==> src/rtl/control_unit.sv <==
// Multi-cycle FETCH/DECODE/EXECUTE sequencer that drives the accumulator/ALU operation block.
// Optional build macro CU_ILLEGAL_TRAP_EN: undefined classes trap into HALT instead of acting as NOP.
module control_unit #(
   parameter int unsigned ADDR_WIDTH = 8,
   parameter int unsigned DATA_WIDTH = 8
) (
   input  logic                  clk,
   input  logic                  rst,
   input  logic                  run,
   output logic [ADDR_WIDTH-1:0] rom_addr,
   input  logic [15:0]           rom_data,
   output logic [2:0]            operation_code,
   output logic [DATA_WIDTH-1:0] in_b,
   output logic                  aku_enable,
   input  logic                  Carry_flag,
   output logic                  carry,
   output logic                  halted,
   output logic                  illegal
);

   typedef enum logic [2:0] {
      S_IDLE,
      S_FETCH,
      S_DECODE,
      S_EXECUTE,
      S_HALT
   } state_t;

   typedef enum logic [3:0] {
      CL_NOP  = 4'd0,
      CL_ALUI = 4'd1,
      CL_JMP  = 4'd2,
      CL_JC   = 4'd3,
      CL_JNC  = 4'd4,
      CL_HALT = 4'd5
   } iclass_t;

   state_t                state;
   state_t                state_nxt;
   logic [15:0]           ir;
   logic [3:0]            ir_class;
   logic                  is_undef;
   logic [ADDR_WIDTH-1:0] pc;
   logic [ADDR_WIDTH-1:0] pc_inc;
   logic [ADDR_WIDTH-1:0] pc_nxt;
   logic [ADDR_WIDTH-1:0] jump_target;
   logic                  unused_ir11;

   assign ir_class    = ir[15:12];
   assign is_undef    = (ir_class > 4'd5);
   assign pc_inc      = pc + ADDR_WIDTH'(1);
   // Size cast zero-extends or truncates the 8-bit immediate to the pc width.
   assign jump_target = ADDR_WIDTH'(ir[7:0]);
   assign unused_ir11 = ir[11];

   // State register
   always_ff @(posedge clk or posedge rst) begin
      if (rst) state <= S_IDLE;
      else     state <= state_nxt;
   end

   // Next-state logic
   always_comb begin
      state_nxt = state;
      case (state)
         S_IDLE:    if (run) state_nxt = S_FETCH;
         S_FETCH:   state_nxt = S_DECODE;
         S_DECODE:  state_nxt = S_EXECUTE;
         S_EXECUTE: begin
            state_nxt = S_FETCH;
            if (ir_class == CL_HALT) state_nxt = S_HALT;
`ifdef CU_ILLEGAL_TRAP_EN
            if (is_undef) state_nxt = S_HALT;
`endif
         end
         S_HALT:    state_nxt = S_HALT;
         default:   state_nxt = S_IDLE;
      endcase
   end

   // Outputs
   always_comb begin
      rom_addr       = pc;
      operation_code = ir[10:8];
      in_b           = DATA_WIDTH'(ir);
      aku_enable     = (state == S_EXECUTE) && (ir_class == CL_ALUI);
   end

   always_comb begin
      pc_nxt = pc_inc;
      case (ir_class)
         CL_JMP:  pc_nxt = jump_target;
         CL_JC:   pc_nxt = carry ? jump_target : pc_inc;
         CL_JNC:  pc_nxt = carry ? pc_inc : jump_target;
         default: pc_nxt = pc_inc;
      endcase
`ifdef CU_ILLEGAL_TRAP_EN
      if (is_undef) pc_nxt = pc;
`endif
   end

   // Datapath registers
   always_ff @(posedge clk or posedge rst) begin
      if (rst) begin
         pc     <= '0;
         ir     <= '0;
         carry  <= 1'b0;
         halted <= 1'b0;
      end else begin
         case (state)
            S_DECODE: ir <= rom_data;
            S_EXECUTE: begin
               pc <= pc_nxt;
               if (ir_class == CL_ALUI) carry  <= Carry_flag;
               if (ir_class == CL_HALT) halted <= 1'b1;
`ifdef CU_ILLEGAL_TRAP_EN
               if (is_undef) halted <= 1'b1;
`endif
            end
            default: ;
         endcase
      end
   end

`ifdef CU_ILLEGAL_TRAP_EN
   always_ff @(posedge clk or posedge rst) begin
      if (rst)                                    illegal <= 1'b0;
      else if ((state == S_EXECUTE) && is_undef)  illegal <= 1'b1;
   end
`else
   assign illegal = 1'b0;
`endif

endmodule

==> config.mk <==
export PLATFORM = sky130hd
export DESIGN_NAME = control_unit
export DESIGN_NICKNAME = d
export VERILOG_FILES = /design/src/rtl/control_unit.sv
export SDC_FILE = /design/constraint.sdc
export NUM_CORES = 1
export LEC_CHECK = 0
export CAP_MARGIN = 20
export CORE_MARGIN = 4
export CORE_UTILIZATION = 44
export CTS_BUF_LIST = sky130_fd_sc_hd__clkbuf_4 sky130_fd_sc_hd__clkbuf_8
export CTS_CLUSTER_SIZE = 24
export DETAILED_ROUTE_END_ITERATION = 6
export PLACE_DENSITY = 0.78
export SYNTH_ARGS = -nofsm -noshare
export SYNTH_HDL_FRONTEND = slang
export SYNTH_SLANG_ARGS = --single-unit
export TNS_END_PERCENT = 20
==> constraint.sdc <==
create_clock -name clk -period 1.6 [get_ports clk]
set_clock_uncertainty 0.15 [all_clocks]
set_input_delay 0.4 -clock clk [delete_from_list [all_inputs] [get_ports clk]]
set_output_delay 0.4 -clock clk [all_outputs]
set_load 0.05 [all_outputs]
Word level (Yosys, flattened, before mapping)
Cells that the tools add are included.
{ "word_totals": {"wordCells": 26, "in_bits": 20, "reg_bits": 29, "output_inout_bits": 23} }
{ "classes": {"muxes": 6, "n_addsub": 1, "n_reduce_logical": 4, "n_eq_ne": 10} }
{ "op_table": {"columns": ["op", "count"], "rows": [
  ["$pmux 8 s3", 1],
  ["$mux 8", 2],
  ["$pmux 3 s5", 1],
  ["$add 8x1->8 const B", 1],
  ["$eq 4x2->1 const B", 2],
  ["$eq 4x3->1 const B", 2],
  ["$eq 3x2->1 const B", 2],
  ["$mux 3", 2],
  ["$eq 4x1->1 const B", 1],
  ["$reduce_and 2->1", 2],
  ["$eq 3x1->1 const B", 1],
  ["$eq 3x3->1 const B", 1],
  ["$logic_not 3->1", 1],
  ["$ne 2x2->1 const B", 1],
  ["$logic_and 1x1->1", 1]
]} }

Depth between registers and ports, before layout
{ "logic_depth": {"depth_word": 3, "ltp_mapped": 6, "ltp_nobuf": 5} }

Least setup slack after synthesis
No wires, ideal clock.
{ "synth_timing": {"path_kind": "flip-flop to flip-flop", "startpoint": "reg ir[13]", "endpoint": "reg carry", "stages_incl_launch_ff": 4, "arrival_time_ns": 1.736, "setup_ns": 0.127, "period_less_slack_ns": 2.013, "path_buffers": 0, "required_ns": 1.323, "path_slack_ns": -0.413, "path_cell_list": "dfrtp_1 > and4bb_1 > nor3b_2 > mux2_1"} }
{ "synth_between": {"elab_chain_len": 2} }
{ "synth_rtl": {"columns": ["item", "line_no", "source"], "rows": [
  ["start: declaration", "40", "logic [15:0] ir;"],
  ["start signal: assignment", "111", "S_DECODE: ir <= rom_data;"],
  ["$eq 4x1->1", "114", "if (ir_class == CL_ALUI) carry <= Carry_flag;"],
  ["$reduce_and 2->1 (no source line)", null, null],
  ["end signal: assignment", "114", null],
  ["end: declaration", "16", "output logic carry,"]
]} }
No other way between the ends.
A chain may end at the register's enable or synchronous reset.

Final worst setup path
{ "layout_timing": {"startpoint": "reg ir[13]", "endpoint": "out aku_enable"} }
{ "layout_between": {"elab_chain_len": 2} }
{ "layout_rtl": {"columns": ["item", "line_no", "source"], "rows": [
  ["$eq 4x1->1", "86", "aku_enable = (state == S_EXECUTE) && (ir_class == CL_ALUI);"],
  ["$logic_and 1x1->1", "86", null],
  ["end: declaration", "14", "output logic aku_enable,"]
]} }
No other way between the ends.

==> results_dict.tcl <==
set metrics [dict create \
    cts_tree "built" \
    clock.fmax_mhz 498 \
    start_util_pct 47.1 \
    die_area_mm2 0.00437 \
    synthToLayoutAreaGrowth_pct 60.5 \
    finalCriticalPeriod_ps 2010 \
    synth_top_area_cell "dfrtp_1" \
    h-tree-depth 1 \
    grt_usage_pct 18.5 \
    cts_buffers 3 \
    avgRoutedWirePerCell_um 16.9 \
    place_ws_ps -119 \
    maxSlewViolCount 0 \
    path_class "flip-flop to primary output" \
    io_buffers 40 \
    grt_pass1_vias 1278 \
    synth_warnings 0 \
    endpoint_kind "primary output" \
    critical_path_required_ps 1050 \
    p_int_w 0.00334 \
    wirelength_um 3900 \
    ioPinCount 43 \
    pwr-share-seq_pct 24.6 \
    rsz0062_at_grt "yes" \
    clock-sinks 28 \
    fin_nets 209 \
    ys_seq_area_share_pct 47.2 \
    ys.flop_type "dfrtp_1" \
    synth.distinct_cells 42 \
    place.gp.congestion 0.748 \
    synth-edff-count 0 \
    violations "negative setup slack" \
    clock_latency_ps 320 \
    period_share_pct 125 \
    hold_class "primary input to async pin" \
    power.switching_w 0.00260 \
    power_frac_comb_pct 67.7 \
    async_flop_share_pct 100 \
    cts_hold_buf 0 \
    drc_errors 0 \
    grt_overflow 0 \
    cts_buffer_depth 2 \
    diodes 0 \
    syn_inst 139 \
    multi_input_comb_area_um2 723 \
    fp.dieH_um 66.1 \
    vdd_drop_max_mv 1.65 \
    yosysTopAreaCellShare_pct 47.2 \
    vias 1236 \
    antenna_found_initial 0 \
    clock-root-buffer "clkbuf_4" \
    final_cell_area_mm2 0.00238 \
    wl_met3_um 172 \
    std_cell_rows 20 \
    whs_ps 236 \
    ys_ff_latch 28 \
    cp_max_fo 2 \
    outcome "finished, violations left" \
    cellPowerDensity_mw_per_mm2 2490 \
    grt_pass1_wl_um 6290 \
    grt_start_max_net_pins 29 \
    n_fill_cell 199 \
    drt-initial-drc-count 99 \
    routed.top_layer "met4" \
    syn-mean-instance-area_um2 10.7 \
    yosysMostFrequentCell "dfrtp_1" \
    wl_met2_um 2120 \
    postRouteAntennaNets 0 \
    placed_area_mm2 0.00220 \
    die_x_um 66.1 \
    dp_hpwl_um 2700 \
    max_cap_violations 0 \
    yosys-top-cells-area "dfrtp_1, buf_4, mux2_1, mux2_2, nand2_1" \
    cp.arrival_ps 1460 \
    switching_share_pct 43.8 \
    firstDrtPassIters 4 \
    setup_slack_ps -407 \
    seqCellArea_um2 704 \
    total_power_w 0.00594 \
    syn-num-nets 160 \
    vias_per_cell 5.35 \
    clk_pin_slew_worst_paths_ps 150 \
    setup_tns_ps -1790 \
    coreArea_mm2 0.00315 \
    power.leakage_nw 1.04 \
    hold_viol_final 0 \
    synth_area_mm2 0.00149 \
    setup_viol 12 \
    startpoint_type "flip-flop" \
    wl_met1_um 1560 \
    power_frac_clock_pct 7.7 \
    drive_gt1_share_pct 39.6 \
    synth_common_cells "dfrtp_1, buf_4, nand2_1, mux2_1" \
]
[metal layers]
metal  up-vias  GRT usage (%)
met4         0           4.31
met3        10           2.89
met1       595           23.5
met2        52           32.7
li1        579              -
met5         -              0
[metrics by stage]
step                std cells  utilization (%)
floorplan                 139                -
global placement          224             69.9
detailed placement        224             69.9
CTS                       229             73.7
global route              231             75.6
finish                    231             75.6
[registers in the layout, summed over array words and instances, names as in the netlist]
name and cells:
carry 1, halted 1, ir 15, rom_addr 8
state 3
[worst max-delay path: stages, from the launching register on]
cell      delay [ps]
dfrtp_1          410
and4bb_1         300
nor3b_4          260
buf_12           170
[final cells by class]
cell class | instances | share of cell area [%]
flip-flops and latches | 28 | 29.6
clock buffers | 3 | 0.945
repair buffers | 62 | 35.1
clock inverters | 1 | 1.26
multi-input cells | 90 | 30.3
well taps | 44 | 2.31
inverters | 3 | 0.472
[layout by cell type (no fill, tap or decap), types with 4 or more instances in the layout]
cell / Yosys / routed
buf_4: 14 / 13
nand2_1: 14 / 14
buf_6: 2 / 7
o22ai_1: 5 / 5
buf_12: 0 / 24
nand3_1: 5 / 5
o211ai_1: 4 / 4
nor2_1: 6 / 6
dfrtp_1: 28 / 25
clkdlybuf4s50_1: 0 / 18
mux2_4: 0 / 11
[what timing repair did]
| item | 4_1_cts | 5_1_grt |
|---|---|---|
| pin swaps | 11 | 4 |
| setup buffers | 2 | 2 |
| endpoints found under the setup margin | 25 | 30 |
| resized for setup | 11 | 14 |
[path summary, 6_finish.rpt]
check	end	start	slack, ps	depth (start not counted)
worst min-delay path	ir[1]	rst	240	3
worst max-delay path	aku_enable	ir[13]	-410	3
min in group clk	halted	halted	410	1
worst min register to register	halted	halted	410	1
worst max register to register	rom_addr[0]	ir[13]	-200	7
max in group asynchronous	rom_addr[0]	rst	890	3
[power groups by stage]
stage | Combinational, W | Sequential, W | Clock, W
floorplan | 0.00187 | 0.00164 | 0
global placement | 0.00351 | 0.00141 | 0
detailed placement | 0.00362 | 0.00144 | 0
CTS | 0.00377 | 0.00145 | 0.000469
global route | 0.00422 | 0.00151 | 0.000499
finish | 0.00402 | 0.00146 | 0.000458
[kinds of logic after synthesis]
family | share of synthesized area, %
AND/OR/NAND/NOR | 20.3
flip-flops | 47.2
buffers and inverters | 9.94
AO/OA/AOI/OAI | 9.52
multiplexers | 11.4
adder cells (fa/ha/maj) | 0.842
other | 0.252
XOR/XNOR | 0.590
Note: power is estimated with default switching activity, not from simulation.
